### src/rtl/cell_state_updater.sv
// Cell-state updater: c_t = f*c_prev + i*g for each element of a vector.
// Products arrive from an upstream multiplier in pairs (f*c_prev then i*g).
// Each product is rounded, rescaled and saturated from the product Q-format
// back to the state Q-format. The two halves are then summed and saturated again.
// Outputs are registered; busy is decoded straight from the state register.
module cell_state_updater #(
  parameter int DATA_WIDTH   = 16,
  parameter int OUTPUT_WIDTH = 32,
  parameter int FRAC_BITS    = 8,
  parameter int NUM_UNITS    = 64
) (
  input  logic                               clk,
  input  logic                               reset,
  input  logic                               start,
  input  logic                               prod_done,
  input  logic signed [OUTPUT_WIDTH-1:0]     prod,
  output logic signed [DATA_WIDTH-1:0]       c_out,
  output logic                               c_valid,
  output logic [$clog2(NUM_UNITS)-1:0]       c_index,
  output logic                               busy,
  output logic                               done,
  output logic                               overflow
);

  localparam int IDX_W = $clog2(NUM_UNITS);
  localparam int DW    = DATA_WIDTH;
  localparam int OW    = OUTPUT_WIDTH;

  // Rounding constant and saturation bounds, all at the widened rescale width.
  localparam logic signed [OW:0] ROUND = {{OW{1'b0}}, 1'b1} << (FRAC_BITS - 1);
  localparam logic signed [OW:0] MAX_R = {{(OW-DW+2){1'b0}}, {(DW-1){1'b1}}};
  localparam logic signed [OW:0] MIN_R = {{(OW-DW+2){1'b1}}, {(DW-1){1'b0}}};
  localparam logic signed [DW-1:0] MAX_D = {1'b0, {(DW-1){1'b1}}};
  localparam logic signed [DW-1:0] MIN_D = {1'b1, {(DW-1){1'b0}}};
  localparam logic [IDX_W-1:0] LAST_IDX = IDX_W'(NUM_UNITS - 1);

  typedef enum logic [1:0] {
    IDLE   = 2'd0,
    ACC_FC = 2'd1,
    ACC_IG = 2'd2,
    FINISH = 2'd3
  } state_t;

  // Round-half-up then arithmetic shift; one extra bit keeps the add from wrapping.
  function automatic logic signed [OW:0] rescale(input logic signed [OW-1:0] p);
    logic signed [OW:0] ext;
    ext = {p[OW-1], p} + ROUND;
    return ext >>> FRAC_BITS;
  endfunction

  // True when a rescaled product does not fit the state width.
  function automatic logic r_out_of_range(input logic signed [OW:0] v);
    return (v > MAX_R) || (v < MIN_R);
  endfunction

  // Clamp a rescaled product to the state width.
  function automatic logic signed [DW-1:0] clamp_r(input logic signed [OW:0] v);
    logic signed [DW-1:0] res;
    if (v > MAX_R) begin
      res = MAX_D;
    end else if (v < MIN_R) begin
      res = MIN_D;
    end else begin
      res = v[DW-1:0];
    end
    return res;
  endfunction

  // A DW+1 bit sum overflowed when its top two bits disagree.
  function automatic logic s_out_of_range(input logic signed [DW:0] s);
    return s[DW] != s[DW-1];
  endfunction

  // Clamp a DW+1 bit sum to the state width.
  function automatic logic signed [DW-1:0] clamp_s(input logic signed [DW:0] s);
    logic signed [DW-1:0] res;
    if (s[DW] != s[DW-1]) begin
      res = s[DW] ? MIN_D : MAX_D;
    end else begin
      res = s[DW-1:0];
    end
    return res;
  endfunction

  state_t                state, state_n;
  logic signed [DW-1:0]  r_fc, r_fc_n;
  logic [IDX_W-1:0]      idx, idx_n;
  logic signed [DW-1:0]  c_out_n;
  logic [IDX_W-1:0]      c_index_n;
  logic                  c_valid_n;
  logic                  done_n;
  logic                  overflow_n;

  logic signed [OW:0]    r_now;
  logic signed [DW-1:0]  r_sat;
  logic                  r_ovf;
  logic signed [DW:0]    sum;
  logic signed [DW-1:0]  sum_sat;
  logic                  sum_ovf;

  // Datapath: rescale the incoming product and form the saturated pair sum.
  always_comb begin
    r_now   = rescale(prod);
    r_sat   = clamp_r(r_now);
    r_ovf   = r_out_of_range(r_now);
    sum     = {r_fc[DW-1], r_fc} + {r_sat[DW-1], r_sat};
    sum_sat = clamp_s(sum);
    sum_ovf = s_out_of_range(sum);
  end

  // Next-state and next-output decode; every value holds unless updated.
  always_comb begin
    state_n    = state;
    r_fc_n     = r_fc;
    idx_n      = idx;
    c_out_n    = c_out;
    c_index_n  = c_index;
    c_valid_n  = 1'b0;
    done_n     = 1'b0;
    overflow_n = overflow;
    case (state)
      IDLE: begin
        if (start) begin
          state_n    = ACC_FC;
          idx_n      = '0;
          overflow_n = 1'b0;
        end else begin
          state_n = IDLE;
        end
      end
      ACC_FC: begin
        if (prod_done) begin
          r_fc_n     = r_sat;
          overflow_n = overflow | r_ovf;
          state_n    = ACC_IG;
        end else begin
          state_n = ACC_FC;
        end
      end
      ACC_IG: begin
        if (prod_done) begin
          c_out_n    = sum_sat;
          c_index_n  = idx;
          c_valid_n  = 1'b1;
          overflow_n = overflow | r_ovf | sum_ovf;
          if (idx == LAST_IDX) begin
            state_n = FINISH;
          end else begin
            idx_n   = idx + IDX_W'(1);
            state_n = ACC_FC;
          end
        end else begin
          state_n = ACC_IG;
        end
      end
      FINISH: begin
        done_n  = 1'b1;
        state_n = IDLE;
      end
      default: begin
        state_n = IDLE;
      end
    endcase
  end

  // State register.
  always_ff @(posedge clk or posedge reset) begin
    if (reset) begin
      state <= IDLE;
    end else begin
      state <= state_n;
    end
  end

  // Registered datapath and output flags.
  always_ff @(posedge clk or posedge reset) begin
    if (reset) begin
      r_fc     <= '0;
      idx      <= '0;
      c_out    <= '0;
      c_index  <= '0;
      c_valid  <= 1'b0;
      done     <= 1'b0;
      overflow <= 1'b0;
    end else begin
      r_fc     <= r_fc_n;
      idx      <= idx_n;
      c_out    <= c_out_n;
      c_index  <= c_index_n;
      c_valid  <= c_valid_n;
      done     <= done_n;
      overflow <= overflow_n;
    end
  end

  assign busy = (state != IDLE);

endmodule
### config.mk
export PLATFORM = sky130hd
export DESIGN_NAME = cell_state_updater
export DESIGN_NICKNAME = d
export VERILOG_FILES = /design/src/rtl/cell_state_updater.sv
export SDC_FILE = /design/constraint.sdc
export NUM_CORES = 1
export LEC_CHECK = 0
export CAP_MARGIN = 20
export CORE_ASPECT_RATIO = 1.4
export CORE_UTILIZATION = 25
export CTS_BUF_LIST = sky130_fd_sc_hd__clkbuf_8
export DETAILED_ROUTE_END_ITERATION = 8
export MAX_ROUTING_LAYER = met4
export PLACE_DENSITY = 0.55
export SLEW_MARGIN = 20
export SYNTH_ARGS = -nofsm -noshare
export SYNTH_HDL_FRONTEND = slang
export SYNTH_SLANG_ARGS = --single-unit
### constraint.sdc
create_clock -name clk -period 2.6 [get_ports clk]
set_input_delay 0.39 -clock clk [delete_from_list [all_inputs] [get_ports clk]]
set_output_delay 0.39 -clock clk [all_outputs]
set_load 0.1 [all_outputs]
-- Word-level counts from Yosys, hierarchy flattened
Index checks and enable logic that the tools add are counted.
- register bits after elaboration: 49
- input bits: 36
- output and inout bits: 26
- word-level logic and storage cells: 53
- add/sub/neg operators: 3
- $lt $le $gt $ge: 2
- equality and inequality tests: 9
- multiplexer cells: 20
- bitwise gates (word level): 2
- reductions and logical operators: 9
- operator list (operator ; number):
    $mux 16 ; 4
    $add 32x9->33 const B ; 1
    $gt 25x16->1 const B ; 1
    $lt 25x16->1 const B ; 1
    $mux 6 ; 3
    $add 16x16->17 ; 1
    $pmux 6 s2 ; 1
    $ne 2x2->1 const B ; 4
    $pmux 2 s4 ; 1
    $reduce_and 4->1 ; 2
    $mux 1 ; 7
    $add 6x1->6 const B ; 1
    $eq 6x6->1 const B ; 1
    $mux 2 ; 3
    $eq 2x2->1 const B ; 2
    $reduce_and 2->1 ; 2
    $reduce_bool 2->1 ; 2
    $pmux 1 s3 ; 1
    $reduce_bool 3->1 ; 1
    $eq 2x1->1 const B ; 1
    $logic_not 2->1 ; 1
    $or 1x1->1 ; 2
    $logic_or 1x1->1 ; 1
    $ne 1x1->1 ; 1

-- Longest topological paths before layout
- depth after elaboration: 9
- mapped depth: 20
- gate-level depth less buffers: 17

-- Worst setup path before layout
OpenSTA, ideal clock, no wires.
- kind: in2reg
- start point: input prod[7]
- end point: register c_out[0]
- setup time: 0.133 ns
- arrival: 4.339 ns
- required time: 2.467 ns
- slack: -1.872 ns
- stages on the path: 20
- buffers on the path: 3
- cells stage by stage: ha_1 -> and3_1 -> clkbuf_1 -> and3_1 -> buf_2 -> a211o_1 -> a211oi_1 -> nand4_1 -> nand2_1 -> o21ai_0 -> ha_1 -> fa_1 -> a211oi_1 -> o21ai_0 -> a221oi_1 -> a31oi_1 -> o21bai_1 -> nand2_1 -> clkbuf_1 -> o21ai_0
- word-level cells in the longest chain between the ends: 7
- elaborated cells on any way between the ends: 9
- those cells by class: add/sub (2); order compare (2); eq/ne (1); mux (4)
- ends and longest elaborated chain (item ; line ; RTL):
    start, declared ; 16 ; input logic signed [OUTPUT_WIDTH-1:0] prod,
    $add 32x9->33 (*) ; 47 ; ext = {p[OW-1], p} + ROUND;
    $lt 25x16->1 ; 61 ; end else if (v < MIN_R) begin
    $mux 16 ; 61 ;
    $mux 16 (*) ; 59 ; if (v > MAX_R) begin
    net r_sat[0] ; 95 ; logic signed [DW-1:0] r_sat;
    $add 16x16->17 (*) ; 106 ; sum = {r_fc[DW-1], r_fc} + {r_sat[DW-1], r_sat};
    $mux 16 or $ne 1x1->1 (tied branches) ; 78, 77 ;
    $mux 16 (*) ; 77 ; if (s[DW] != s[DW-1]) begin
    end signal, assigned ; 188 ; c_out <= c_out_n;
    end, declared ; 17 ; output logic signed [DATA_WIDTH-1:0] c_out,
The timed path passes the listed nets; every way through them passes the cells marked *.
A chain may end at the register's enable or synchronous reset.

-- Worst setup path after layout
- start point: input prod[23]
- end point: register overflow
- word-level cells in the longest chain between the ends: 9
- elaborated cells on any way between the ends: 13
- those cells by class: add/sub (2); order compare (2); eq/ne (1); mux (5); bitwise (2); reduce/logical (1)
- ends and longest elaborated chain (item ; line ; RTL):
    $add 32x9->33 (*) ; 47 ;
    $lt 25x16->1 ; 61 ;
    $mux 16 ; 61 ;
    $mux 16 (*) ; 59 ;
    net r_sat[1] ; 95 ;
    $add 16x16->17 (*) ; 106 ;
    $ne 1x1->1 (*) ; 71 ; return s[DW] != s[DW-1];
    $or 1x1->1 (*) ; 145 ; overflow_n = overflow | r_ovf | sum_ovf;
    $mux 1 (*) ; 141 ; if (prod_done) begin
    $pmux 1 s3 (*) ; 121 ; case (state)
    end signal, assigned ; 192 ; overflow <= overflow_n;
    end, declared ; 22 ; output logic overflow
The timed path passes the listed nets; every way through them passes the cells marked *. The select of a mux whose other input is x is not followed.

==> results.txt <==
Setup CP Type: in2reg
Final TNS setup: -20600 ps
multi-input logic area: 0.00294 sq mm
Detailed Route WL: 11000 microns
drt first pass iters: 4
area share of the largest cell type after synthesis: 33.8%
xor-xnor portion of the synthesized cell area: 7.97%
layout cells sized above 1: 47.6%
CTS tree: built
Req. time, crit path: 2830 ps
post-placement cell area: 0.00528 sq mm
Avg Cell Area, Syn: 8.12 sq um
vias in the first global route: 3976
final antenna-violating net count: 0
FMAX: 255 MHz
total track usage: 15.5%
dominant cell type by area after synthesis: dfrtp_1
dpl cells: 784
Seq/Total Area, Yosys: 33.8%
die area: 0.0150 sq mm
P_leak: 2.81 nW
synthesized area: 0.00363 sq mm
# DRC: 0
root buffer cell: clkbuf_8
fin. max-slew vios: 0
Via density: 4.65
estimated wirelength of the detail-placed design: 8220 microns
dpl ws: -2500 ps
most common flop cell mapped by yosys: dfrtp_1
clk sinks: 49
Simple-Gate Fraction of Synth Area: 22.6%
Synth area leaders: dfrtp_1 (34%), ha_1 (7.9%), o21ai_0 (6.6%)
R2R Setup Slk: -10 ps
H-tree depth: 2
Layout Area Growth over Synthesis: 70.3%
Tcrit/Tclk final: 151%
placeable core region: 0.0140 sq mm
Layout Skew: 5.63 ps
multiplexer share of the synthesized area: 1.79%
crit-path max FO: 4
Worst setup SP type: primary input
minimum clock period: 3920 ps
post-layout util: 44.0%
Ant. Diodes: 0
CTS buffer count: 5
Worst Tran Pin Value: 584 ps
failing checks: setup timing
Site Rows: 51
number of synthesized register bits: 49
Die X-Extent: 104 microns
Synth Area in Compound Gates: 20.4%
final net count: 697
YS warnings: 0
Max Cap Viol: 0
clock slew at reported path FFs: 100 ps
register area: 0.00123 sq mm
first-pass GRT wire length: 18700 microns
largest net degree at the start of global routing: 33
Starting Density: 25.8%
port bufs: 54
filler instances: 1388
setup ws final: -1320 ps
RSZ-0062 raised after global routing: true
status: finished, violations left
maximum root-to-sink buffer count: 2
Via Count: 3830
final std cells w/o fill: 823
post-route cell area: 0.00618 sq mm
power per cell area: 1170 mW/mm^2
worst hold margin: 447 ps
Setup-failing EPs final: 17
Iteration-0 DRC Markers: 133
hold_buf cts: 0
Max-slew headroom: 61.0%
Netlist cell types: 57
IO Count: 62
Pwr Total: 7.26 mW
final hold viol count: 0
FFs w/ async S/R, synth: 100%
cells after synthesis: 447
Hold Path Class: in2async
worst skew pair latency: 310 ps
global route total overflow: 0
syn nets: 507
Post-synth EDFFs: 0
peak supply drop: 0.645 mV
RePlAce Congestion: 0.858
initial antenna violation count: 0
main combinational cell family by area after synthesis: simple AND/OR/NAND/NOR gates
Setup crit end kind: flip-flop
Die Y: 145 microns
Synth Area in Adders: 8.48%
Routed wire per std cell: 13.3 microns
CP arrival: 4150 ps
[critical path: stages]
cell      delay (ps)
buf_6             70
nand4_1          130
or2_4            280
buf_6            120
nor4_4           350
xnor2_2          170
buf_4            140
nand4_1          150
nand2_2          140
buf_6            120
o21ai_4           70
buf_6            130
fa_2             380
a211oi_4         280
o21ai_2           90
a221oi_2         220
buf_4            170
a31oi_4          100
buf_6            140
buf_6            110
xor2_4           190
o22ai_2          190
[flip-flops by register name, summed over array words and instances, names as in the netlist]
register  flops
idx           6
c_index       6
state         2
done          1
c_out        16
overflow      1
r_fc         16
c_valid       1
[power by group]
part	total (mW)	switching [mW]	leakage (nW)	internal, mW
Clock	0.472	0.278	0.0447	0.195
Sequential	1.24	0.207	0.628	1.04
Combinational	5.55	3.16	2.14	2.38
[layout by cell type (no fill, tap or decap), types with 11 or more instances in the layout]
| cell | netlist | routed |
|---|---|---|
| a21oi_1 | 29 | 13 |
| a21oi_2 | 0 | 12 |
| buf_2 | 4 | 11 |
| buf_4 | 1 | 153 |
| buf_6 | 0 | 23 |
| dfrtp_1 | 49 | 49 |
| ha_1 | 23 | 12 |
| inv_1 | 27 | 24 |
| nand2_1 | 59 | 55 |
| nand3_1 | 23 | 19 |
| nor2_1 | 35 | 25 |
| o21ai_0 | 48 | 24 |
| o21ai_1 | 2 | 14 |
| xnor2_1 | 18 | 17 |
| xor2_1 | 15 | 13 |
[synthesized netlist by cell type, types with 3 or more instances]
master    count
and2_1        3
clkbuf_1     12
mux2_2        4
o21ai_0      48
nor4_1        3
nor3_1       11
inv_1        27
a31oi_1       4
nand4_1       8
or3_1         4
xor2_1       15
nand3_1      23
nor2_1       35
xnor2_1      18
nand2b_1      3
and3_1       13
ha_1         23
buf_2         4
o21bai_1      3
a21oi_1      29
dfrtp_1      49
nand2_1      59
[repair_timing]
item	in CTS	in global routing
endpoints found under the setup margin	31	17
gates cloned	2	1
pin swaps	46	34
resized for setup	164	60
setup buffers	19	10
[logic make-up (layout without fill, tap and decap cells)]
kind of cell,after synthesis,count (layout)
AOI/OAI and AO/OA,119,120
xor gates and xnor gates,33,33
adders and majority gates,24,24
buffers and inverters,45,234
DFF,49,49
muxes,6,6
and+or+nand+nor,171,172
[layer usage]
layer,GRT usage [%],part of all wire (%),up-vias
li1,-,-,1968
met4,5.11,1.8,0
met5,-,0,-
met1,16.4,40,1782
met2,29.9,55,64
met3,1.76,2.6,16
[layout make-up]
cell class | instances | area share (%)
Timing Repair Buffer | 199 | 25.6
Tap cell | 185 | 3.74
Inverter | 27 | 1.64
Sequential cell | 49 | 19.8
Clock inverter | 3 | 0.405
Clock buffer | 5 | 1.11
Multi-Input combinational cell | 355 | 47.6
[path summary, 6_finish.rpt]
kind / from / end / cells past startpoint
min in group clk: c_out[8] / c_out[8] / 2
hold reg to reg: c_out[8] / c_out[8] / 2
hold / removal: reset / c_index[2] / 2
setup / recovery: prod[23] / overflow / 22
setup reg to reg: r_fc[0] / overflow / 11
max in group asynchronous: reset / c_out[12] / 3
No activity file was read; power rests on OpenSTA's default activity.
